### config.mk
export PLATFORM = sky130hd
export DESIGN_NAME = forward_stall_ctrl
export DESIGN_NICKNAME = d
export VERILOG_FILES = /design/src/rtl/forward_stall_ctrl.sv
export SDC_FILE = /design/constraint.sdc
export NUM_CORES = 1
export LEC_CHECK = 0
export CAP_MARGIN = 40
export CORE_UTILIZATION = 42
export DETAILED_ROUTE_END_ITERATION = 8
export PLACE_DENSITY = 0.82
export SLEW_MARGIN = 20
export SYNTH_ARGS = -nofsm -noshare
export SYNTH_HDL_FRONTEND = slang
export SYNTH_SLANG_ARGS = --single-unit
### constraint.sdc
create_clock -name clk -period 2.4 [get_ports clk]
set_input_delay 0.6 -clock clk [delete_from_list [all_inputs] [get_ports clk]]
set_output_delay 0.6 -clock clk [all_outputs]
set_load 0.01 [all_outputs]
### src/rtl/forward_stall_ctrl.sv
// Operand-forwarding select and ID stall control for an in-order pipeline.
// Tracks one outstanding multi-cycle mult/div result and counts stalled cycles.
module forward_stall_ctrl #(
  parameter int NSRC   = 2,
  parameter int AW     = 5,
  parameter int MD_LAT = 4
) (
  input  logic                 clk,
  input  logic                 resetn,
  input  logic                 id_valid,
  input  logic [NSRC*AW-1:0]   id_src,
  input  logic [NSRC-1:0]      id_src_used,
  input  logic                 id_is_md,
  input  logic                 exe_valid,
  input  logic                 exe_wen,
  input  logic                 exe_is_load,
  input  logic [AW-1:0]        exe_wdest,
  input  logic                 mem_valid,
  input  logic                 mem_wen,
  input  logic [AW-1:0]        mem_wdest,
  input  logic                 wb_valid,
  input  logic                 wb_wen,
  input  logic [AW-1:0]        wb_wdest,
  input  logic                 md_start,
  input  logic [AW-1:0]        md_wdest,
  output logic [2*NSRC-1:0]    fwd_sel,
  output logic                 id_stall,
  output logic                 md_busy,
  output logic [15:0]          stall_cnt
);

  localparam logic [0:0]    ST_IDLE  = 1'b0;
  localparam logic [0:0]    ST_BUSY  = 1'b1;
  localparam logic [3:0]    CNT_INIT = 4'(MD_LAT - 1);
  localparam logic [AW-1:0] REG_ZERO = '0;

  logic [0:0]    state_q, state_d;
  logic [3:0]    cnt_q, cnt_d;
  logic [AW-1:0] md_dest_q, md_dest_d;
  logic [15:0]   stall_cnt_q, stall_cnt_d;

  logic [AW-1:0] src_a [NSRC];
  logic [NSRC-1:0] rd_a;
  logic exe_wr, mem_wr, wb_wr;
  logic load_use, md_raw, busy;

  // Register 0 is hardwired; writes to it never forward or hazard.
  assign exe_wr = exe_valid & exe_wen & (exe_wdest != REG_ZERO);
  assign mem_wr = mem_valid & mem_wen & (mem_wdest != REG_ZERO);
  assign wb_wr  = wb_valid  & wb_wen  & (wb_wdest  != REG_ZERO);

  for (genvar g = 0; g < NSRC; g++) begin : g_src
    assign src_a[g] = id_src[g*AW +: AW];
    assign rd_a[g]  = id_src_used[g] & (src_a[g] != REG_ZERO);
  end

  // NOTE: every output of this block gets a default before the loop, so no
  // path leaves a signal unassigned and no latch is inferred.
  always_comb begin
    fwd_sel  = '0;
    load_use = 1'b0;
    md_raw   = 1'b0;
    for (int i = 0; i < NSRC; i++) begin
      if (rd_a[i]) begin
        if (exe_wr && exe_wdest == src_a[i])      fwd_sel[2*i +: 2] = 2'd1;
        else if (mem_wr && mem_wdest == src_a[i]) fwd_sel[2*i +: 2] = 2'd2;
        else if (wb_wr && wb_wdest == src_a[i])   fwd_sel[2*i +: 2] = 2'd3;
        if (exe_wr && exe_is_load && exe_wdest == src_a[i]) load_use = 1'b1;
        if (md_dest_q == src_a[i])                          md_raw   = 1'b1;
      end
    end
  end

  // The mult/div terms are masked during reset so only load-use can stall.
  assign busy      = (state_q == ST_BUSY) & resetn;
  assign md_busy   = busy;
  assign id_stall  = id_valid & (load_use | (busy & (md_raw | id_is_md)));
  assign stall_cnt = stall_cnt_q;

  always_comb begin
    state_d   = state_q;
    cnt_d     = cnt_q;
    md_dest_d = md_dest_q;
    case (state_q)
      ST_IDLE: begin
        if (md_start) begin
          state_d   = ST_BUSY;
          cnt_d     = CNT_INIT;
          md_dest_d = md_wdest;
        end
      end
      ST_BUSY: begin
        if (cnt_q == 4'd0) state_d = ST_IDLE;
        else               cnt_d   = cnt_q - 4'd1;
      end
      default: state_d = ST_IDLE;
    endcase
    stall_cnt_d = stall_cnt_q;
    if (id_stall && stall_cnt_q != 16'hFFFF) stall_cnt_d = stall_cnt_q + 16'd1;
  end

  // NOTE: state registers use non-blocking assignments so every flop samples
  // the pre-edge values regardless of statement order.
  always_ff @(posedge clk) begin
    if (!resetn) begin
      state_q     <= ST_IDLE;
      cnt_q       <= 4'd0;
      md_dest_q   <= REG_ZERO;
      stall_cnt_q <= 16'd0;
    end else begin
      state_q     <= state_d;
      cnt_q       <= cnt_d;
      md_dest_q   <= md_dest_d;
      stall_cnt_q <= stall_cnt_d;
    end
  end

endmodule

=== Word level (Yosys, flattened, before mapping) ===
Index checks and enable logic that the tools add are counted.
W data, S select, Z words.

* Add/sub/neg operators: 2
* Mux-type cells: 22
* Equality and inequality tests: 11
* Bitwise operators: 14
* Reduce and logical (&&, ||, !) cells: 18

{| class="wikitable"
|+ Operators with widths
! kind !! number
|-
| $eq A5 B5 Y1 || 8
|-
| $reduce_bool A5 Y1 || 5
|-
| $add A16 B1 Y16 const B || 1
|-
| $mux W2 || 8
|-
| $ne A16 B16 Y1 const B || 1
|-
| $and A1 B1 Y1 || 11
|-
| $logic_and A1 B1 Y1 || 10
|-
| $mux W1 || 10
|-
| $mux W4 || 2
|-
| $pmux W4 S2 || 1
|-
| $logic_not A4 Y1 || 1
|-
| $ne A2 B2 Y1 const B || 2
|-
| $reduce_and A2 Y1 || 2
|-
| $sub A4 B1 Y4 const B || 1
|-
| $or A1 B1 Y1 || 2
|-
| $pmux W1 S2 || 1
|-
| $not A1 Y1 || 1
|}

* Flip-flop bits (word level): 26
* Bits of input ports: 44
* Logic and storage cells: 71

=== Logic depth before layout (Yosys ltp) ===
Gate-level depths: netlist of the first run.

* Depth after elaboration: 11
* Gate-level depth with buffers: 8

=== Worst setup path after synthesis of the first run ===
No wires, ideal clock.

* Path type: input -> output
* From: input id_src[6]
* To: output id_stall
* Arrival: 1.925 ns
* Slack: -0.125 ns
* Stages: 6
* Buffers on the path: 1
* Path through: buf_4 > or4_1 > o21ai_2 > and4b_4 > o21ai_0 > a21boi_0

* Word-level cells in the longest chain between the ends: 7
* Elaborated cells between the ends (all ways): 13
* Those cells by class: 2 x eq/ne; 4 x mux; 5 x bitwise; 2 x reduce/logical

{| class="wikitable"
|+ Ends and longest elaborated chain
! item !! RTL line !! source
|-
| start, declared || 11 || <nowiki>input logic [NSRC*AW-1:0] id_src,</nowiki>
|-
| $eq A5 B5 Y1 or $reduce_bool A5 Y1 (tied branches) || 69, 54 ||
|-
| $mux W1 or $and A1 B1 Y1 (tied branches) || 69, 54 ||
|-
| $mux W1 || 64 || <nowiki>if (rd_a[i]) begin</nowiki>
|-
| $or A1 B1 Y1 || 77 || <nowiki>assign id_stall = id_valid & (load_use | (busy & (md_raw | id_is_md)));</nowiki>
|-
| $and A1 B1 Y1 || 77 ||
|-
| $or A1 B1 Y1 * || 77 ||
|-
| $and A1 B1 Y1 * || 77 ||
|-
| end, declared || 27 || <nowiki>output logic id_stall,</nowiki>
|}

Every way passes the cells marked *; elsewhere a longest branch is shown, timed or not.

=== Final worst setup path of the first run ===
* From: input exe_wdest[4]
* To: output fwd_sel[3]

* Word-level cells in the longest chain between the ends: 5
* Elaborated cells between the ends (all ways): 6
* Those cells by class: 1 x eq/ne; 2 x mux; 1 x bitwise; 2 x reduce/logical

{| class="wikitable"
|+ Ends and longest elaborated chain
! item !! RTL line !! source
|-
| start, declared || 17 || <nowiki>input logic [AW-1:0] exe_wdest,</nowiki>
|-
| $reduce_bool A5 Y1 || 48 || <nowiki>assign exe_wr = exe_valid & exe_wen & (exe_wdest != REG_ZERO);</nowiki>
|-
| $and A1 B1 Y1 || 48 ||
|-
| $logic_and A1 B1 Y1 * || 65 || <nowiki>if (exe_wr && exe_wdest == src_a[i]) fwd_sel[2*i +: 2] = 2'd1;</nowiki>
|-
| $mux W2 * || 65 ||
|-
| $mux W2 * || 64 ||
|-
| end, declared || 26 || <nowiki>output logic [2*NSRC-1:0] fwd_sel,</nowiki>
|}

Marks and branches as above.

==> results.json, run 1 <==
{
  "crit_arrival_ps": 2050,
  "die_h_um": 71.3,
  "nFillCells": 317,
  "status": "finished, violations left",
  "synth_top_cell_by_area": "dfxtp_1",
  "slew_headroom_pct": 76.2,
  "die_width_um": 71.3,
  "wl_per_cell_um": 18.3,
  "setup_ws_ps": -254,
  "drt.antenna.violating_nets": 0,
  "syn_nets": 296,
  "synth_cell_types": 41,
  "hold_ws_ps": 477,
  "ys.warnings.count": 0,
  "seq_area_frac_synth_pct": 25.8,
  "dp_hpwl_mm": 4.58,
  "cp_slowest_cell": "or4_4",
  "worst_slew_pin_slew_ps": 357,
  "setup-violations-final": 5,
  "track_usage_pct": 26.6,
  "layout_commonest_cell": "buf_4",
  "synthToLayoutAreaGrowth_pct": 62.8,
  "root_buffer": "clkbuf_8",
  "drc_errors": 4,
  "wirelength_mm": 7.42,
  "start_util_pct": 45.1,
  "port_buffers": 65,
  "fmax_mhz": 377,
  "clock_latency_ps": 290,
  "cts.sinks": 26,
  "via_count": 2296,
  "grt_pass1_vias": 2253,
  "grt_pass1_wl_mm": 10.6,
  "ctsHoldBuffers": 0,
  "synth_top_area_share_pct": 25.8,
  "required_ps": 1800,
  "antenna_cells": 0,
  "grt_max_degree": 30,
  "ys_top_cells_by_area": "dfxtp_1, xor2_1, xnor2_1",
  "maxCapViolCount": 0,
  "rows": 24,
  "dp.cells": 391,
  "post-route-min-period_ps": 2650,
  "crit_chain": "buf_6 -> or4_4 -> o211a_1 -> buf_4 -> nand3_4 -> nand2b_1 -> a21oi_1 -> buf_2",
  "cp_max_fo": 2,
  "drv_slew": 0,
  "num_io_pins": 66,
  "h-tree-depth": 1,
  "antenna_found_initial": 0,
  "fin_crit_sh_pct": 111,
  "syn_area_mm2": 0.00202,
  "clockBufferDepth": 2,
  "layout-drive-gt1-share_pct": 32.5,
  "cts_buffers": 3,
  "clk_pin_slew_worst_paths_ps": 90,
  "crit_path_end_kind": "output port",
  "worstSetupStartpointType": "input pin",
  "avgSynthCellArea_um2": 8.06,
  "cts_tree": "done",
  "final-hold-violation-count": 0,
  "hold_class": "reg -> reg",
  "num-nets-final": 401,
  "core_mm2": 0.00447,
  "p_per_area_mw_per_mm2": 363,
  "stdcell_count": 406,
  "power_leakage_nw": 1.28,
  "detail_route.vias_per_cell": 5.66,
  "globalplace.congestion": 0.851,
  "finClkSkew_ps": 6.60,
  "violations": "design-rule violations, negative setup slack",
  "mostFrequentLayoutCells": "buf_4, nand2_1, clkdlybuf4s50_1",
  "netlist_instances": 250,
  "critPathMaxStageDelay_ps": 530,
  "rsz0062_at_grt": "true",
  "dp_slack_ps": -920,
  "die_area_mm2": 0.00508,
  "ir_worst_vdd_mv": 0.361,
  "drt-initial-drc-count": 175,
  "critPathKind": "in -> out",
  "synth.ff_latch_count": 26,
  "firstDrtPassIters": 6,
  "overflow": 0
}
==> cells by family after synthesis <==
family / Yosys count / share of synthesized area, %
simple gates: 95 / 24.1
compound gates: 46 / 16.9
xor+xnor: 41 / 17.8
flops: 26 / 25.8
buf+inv: 25 / 6.52
mux: 15 / 7.51
fa+ha+maj: 2 / 1.24
==> final timing paths <==
path                            cells past startpoint  slack [ps]            to          from
worst max-delay path                                8        -250    fwd_sel[3]  exe_wdest[4]
worst min-delay path                                1         480      cnt_q[3]      cnt_q[3]
worst max register to register                      9         210  stall_cnt[9]  md_dest_q[1]
worst min register to register                      1         480      cnt_q[3]      cnt_q[3]
==> cells in the mapped netlist, drive strengths merged <==
master   count
mux2i       14
and2         2
a211oi      10
and4         1
o21ai        6
nand3       13
and3         1
a41oi        1
nor2b        1
a21oi       15
buf         12
a21boi       3
nor2         6
and4b        1
or3          1
mux2         1
clkbuf       5
inv          8
nand2b      12
or4          4
nor4         4
nor3        10
o31a         1
a2111oi      1
xor2        22
dfxtp       26
o211ai       4
nand4        5
o311a        1
xnor2       19
o41ai        1
ha           2
nand2       34
o211a        3
==> report_power, final <==
| group | switching (W) | total, W | internal [W] | leakage (nW) |
|---|---|---|---|---|
| combinational | 0.000175 | 0.000357 | 0.000182 | 1.04 |
| clock | 0.000149 | 0.000373 | 0.000224 | 0.0357 |
| sequential | 0.0000146 | 0.000460 | 0.000445 | 0.211 |
==> layer usage <==
| metal | global-route usage [%] | vias to the layer above | routed length, um | part of all wire (%) |
|---|---|---|---|---|
| li1 | - | 1086 | - | - |
| met1 | 33.5 | 1093 | 3090 | 42 |
| met5 | 0 | - | 0 | 0 |
| met2 | 44.6 | 91 | 3550 | 48 |
| met3 | 5.06 | 26 | 491 | 6.6 |
| met4 | 11.6 | 0 | 293 | 3.9 |
==> layout make-up <==
type | instances | area [um^2] | area share [%]
clock buffers | 3 | 41.3 | 1.26
multi-input cells | 199 | 1580 | 48.2
flip-flops and latches | 26 | 520 | 15.9
repair buffers | 117 | 1010 | 30.9
clock inverters | 1 | 30.0 | 0.915
inverters | 8 | 30.0 | 0.915
well taps | 52 | 65.1 | 1.98
==> sequential cells by signal, summed over array words and instances, names as in the netlist <==
| name | count |
|---|---|
| md_dest_q | 5 |
| state_q | 1 |
| stall_cnt | 16 |
| cnt_q | 4 |
==> critical path: cells and delay by family <==
family	cells	cell delay [ps]
buffers and inverters	3	400
AND/OR/NAND/NOR	3	670
AO/OA/AOI/OAI	2	380
==> timing repair <==
item / CTS / global route
endpoints found under the setup margin: 22 / 21
gates resized for setup: 116 / 34
setup buffers: 6 / 7
pin swaps: 23 / 16
gates cloned: 0 / 2
==> stage by stage <==
stage / area [um^2] / power (W) / setup TNS, ps / util, %
final: 3280 / 0.00119 / -1080 / 73.3
after detailed placement: 2950 / 0.000781 / -12740 / 65.9
after global placement: 2950 / 0.000772 / -11750 / 65.9
after global routing: 3280 / 0.00124 / -1410 / 73.3
after floorplan: 2030 / 0.000624 / -43.1 / -
after CTS: 3070 / 0.00116 / -831 / 68.5
Note: power is estimated with default switching activity, not from simulation.
==> run 2, diff against run 1 <==
--- a/config.mk
+++ b/config.mk
@@ -6,9 +6,10 @@
 export NUM_CORES = 1
 export LEC_CHECK = 0
 export CAP_MARGIN = 40
-export CORE_UTILIZATION = 42
+export CORE_UTILIZATION = 43
+export CTS_BUF_LIST = sky130_fd_sc_hd__clkbuf_4
 export DETAILED_ROUTE_END_ITERATION = 8
-export PLACE_DENSITY = 0.82
+export PLACE_DENSITY = 0.84
 export SLEW_MARGIN = 20
 export SYNTH_ARGS = -nofsm -noshare
 export SYNTH_HDL_FRONTEND = slang
==> run 2 against run 1 <==
The run still ends with design-rule violations, negative setup slack left. Fmax decreased by 3.4%. Clock skew about the same. Routed wire length down 3.4%. Final area is 2.0% higher. Sequential share of layout area shrank 0.31 points. Die area is 2.3% lower. Core utilization increased by 2.0 points. Setup slack got worse by 94 ps. Worst hold slack better by 15 ps. Register-to-register slack got worse by 140 ps. Power fell by 4.1%. Cell count up 0.99%. Critical endpoint is now fwd_sel[1].
==> results.json, run 2 (synthesis results as in run 1) <==
{
  "hold_class": "reg -> reg",
  "h-tree-depth": 1,
  "slew_headroom_pct": 75.2,
  "clockBufferDepth": 2,
  "r2r_slack_ps": 70,
  "crit_path_end_kind": "output port",
  "post-route-util_pct": 75.3,
  "p_per_area_mw_per_mm2": 341,
  "final-hold-violation-count": 0,
  "setup_ws_ps": -348,
  "cts_buffers": 3,
  "num_io_pins": 66,
  "status": "finished, violations left",
  "die_h_um": 70.5,
  "critPathMaxStageDelay_ps": 280,
  "cp_top_family": "buffers and inverters",
  "core_mm2": 0.00444,
  "worst_slew_pin_slew_ps": 372,
  "critPathKind": "in -> out",
  "wirelength_mm": 7.17,
  "required_ps": 1800,
  "drt-initial-drc-count": 217,
  "wl_met2_mm": 3.63,
  "dp.cells": 394,
  "antenna_cells": 0,
  "violations": "design-rule violations, negative setup slack",
  "routed.top_layer": "met4",
  "dp_hpwl_mm": 4.45,
  "via_count": 2321,
  "mostFrequentLayoutCells": "buf_4, nand2_1, clkdlybuf4s50_1",
  "setup-violations-final": 11,
  "die_width_um": 70.5,
  "nFillCells": 277,
  "antenna_found_initial": 0,
  "power_leakage_nw": 1.34,
  "fin_crit_sh_pct": 114,
  "wl_met3_um": 436,
  "worstRegToRegCells": 9,
  "crit_buf_inv": 3,
  "track_usage_pct": 25.8,
  "largest_reg_flops": 16,
  "layout_commonest_cell": "buf_4",
  "ir_worst_vdd_mv": 0.387,
  "worstSetupStartpointType": "input pin",
  "crit_path_start": "id_src[0]",
  "dp_slack_ps": -1000,
  "stdcell_count": 410,
  "hold_end": "cnt_q[3]",
  "grt_max_degree": 30,
  "crit_chain": "clkdlybuf4s15_2 -> xor2_1 -> nor3_2 -> nand4_1 -> buf_4 -> a211oi_2 -> buf_2",
  "drt.antenna.violating_nets": 0,
  "clock_latency_ps": 330,
  "drt-met1-wl_mm": 2.96,
  "root_buffer": "clkbuf_4",
  "cp_max_fo": 5,
  "hold_depth": 1,
  "fmax_mhz": 364,
  "ctsHoldBuffers": 0,
  "grt_pass1_vias": 2305,
  "overflow": 0,
  "finClkSkew_ps": 6.39,
  "drv_slew": 0,
  "port_buffers": 65,
  "crit_arrival_ps": 2150,
  "drc_errors": 10,
  "post-route-min-period_ps": 2750,
  "cts_tree": "done",
  "clk_pin_slew_worst_paths_ps": 150,
  "num-nets-final": 405,
  "globalplace.congestion": 0.890,
  "rows": 24,
  "start_util_pct": 45.4,
  "regToRegStartpoint": "md_dest_q[4]",
  "hold_ws_ps": 492,
  "wl_per_cell_um": 17.5,
  "synthToLayoutAreaGrowth_pct": 66.0,
  "layout-drive-gt1-share_pct": 35.2,
  "rsz0062_at_grt": "true",
  "worstHoldStart": "cnt_q[3]",
  "die_area_mm2": 0.00497,
  "cts.sinks": 26,
  "grt_pass1_wl_mm": 10.2,
  "worst_r2r_endpoint": "stall_cnt[14]",
  "cp_slowest_cell": "clkdlybuf4s15_2",
  "detail_route.vias_per_cell": 5.66,
  "firstDrtPassIters": 7,
  "maxCapViolCount": 0
}
==> run 2: cell count changes in the layout (fill, tap and decap cells not counted), moves of 3 or more <==
| cell | before | now |
|---|---|---|
| clkbuf_8 | 3 | 0 |
| clkbuf_4 | 0 | 4 |
| dlygate4sd2_1 | 8 | 4 |
| a211oi_2 | 6 | 3 |
==> run 2: final cells by class <==
cell class	instances	area [um^2]	share of cell area, %
tap	52	65.1	1.94
multi-input combinational	199	1630	48.7
sequential	26	520	15.6
clock buffer	3	22.5	0.673
inverter	8	30.0	0.898
timing repair buffer	121	1050	31.4
clock inverter	1	30.0	0.898
==> run 2: repair_timing <==
action / 4_1_cts / 5_1_grt
buffers inserted: 10 / 1
pin swaps: 27 / 14
endpoints found under the setup margin: 22 / 13
cloned: 0 / 2
gates resized for setup: 126 / 37
==> run 2: layer usage <==
| metal | track usage, % | vias up |
|---|---|---|
| met1 | 30.7 | 1106 |
| met4 | 11.6 | 0 |
| met3 | 4.62 | 18 |
| li1 | - | 1095 |
| met5 | 0 | - |
| met2 | 45.1 | 102 |
==> run 2: worst max path at each step <==
stage / cells past startpoint / to / slack, ps
5_1_grt: 8 / id_stall / -400
6_report: 7 / fwd_sel[1] / -350
2_1_floorplan: 6 / id_stall / -40
3_3_place_gp: 6 / fwd_sel[1] / -900
3_5_place_dp: 6 / fwd_sel[1] / -1000
4_1_cts: 8 / id_stall / -220
==> run 2: per-stage QoR <==
stage,cell area [um^2],setup TNS (ps),power [W]
floorplan,2030,-43.1,0.000624
global placement,2970,-11840,0.000775
detailed placement,2970,-12810,0.000784
CTS,3170,-887,0.00111
global route,3350,-2090,0.00119
finish,3350,-1490,0.00114
==> run 2: power breakdown <==
group | internal [W] | switching, W
Sequential | 0.000446 | 0.0000151
Combinational | 0.000190 | 0.000184
Clock | 0.000169 | 0.000138
Total | 0.000805 | 0.000337
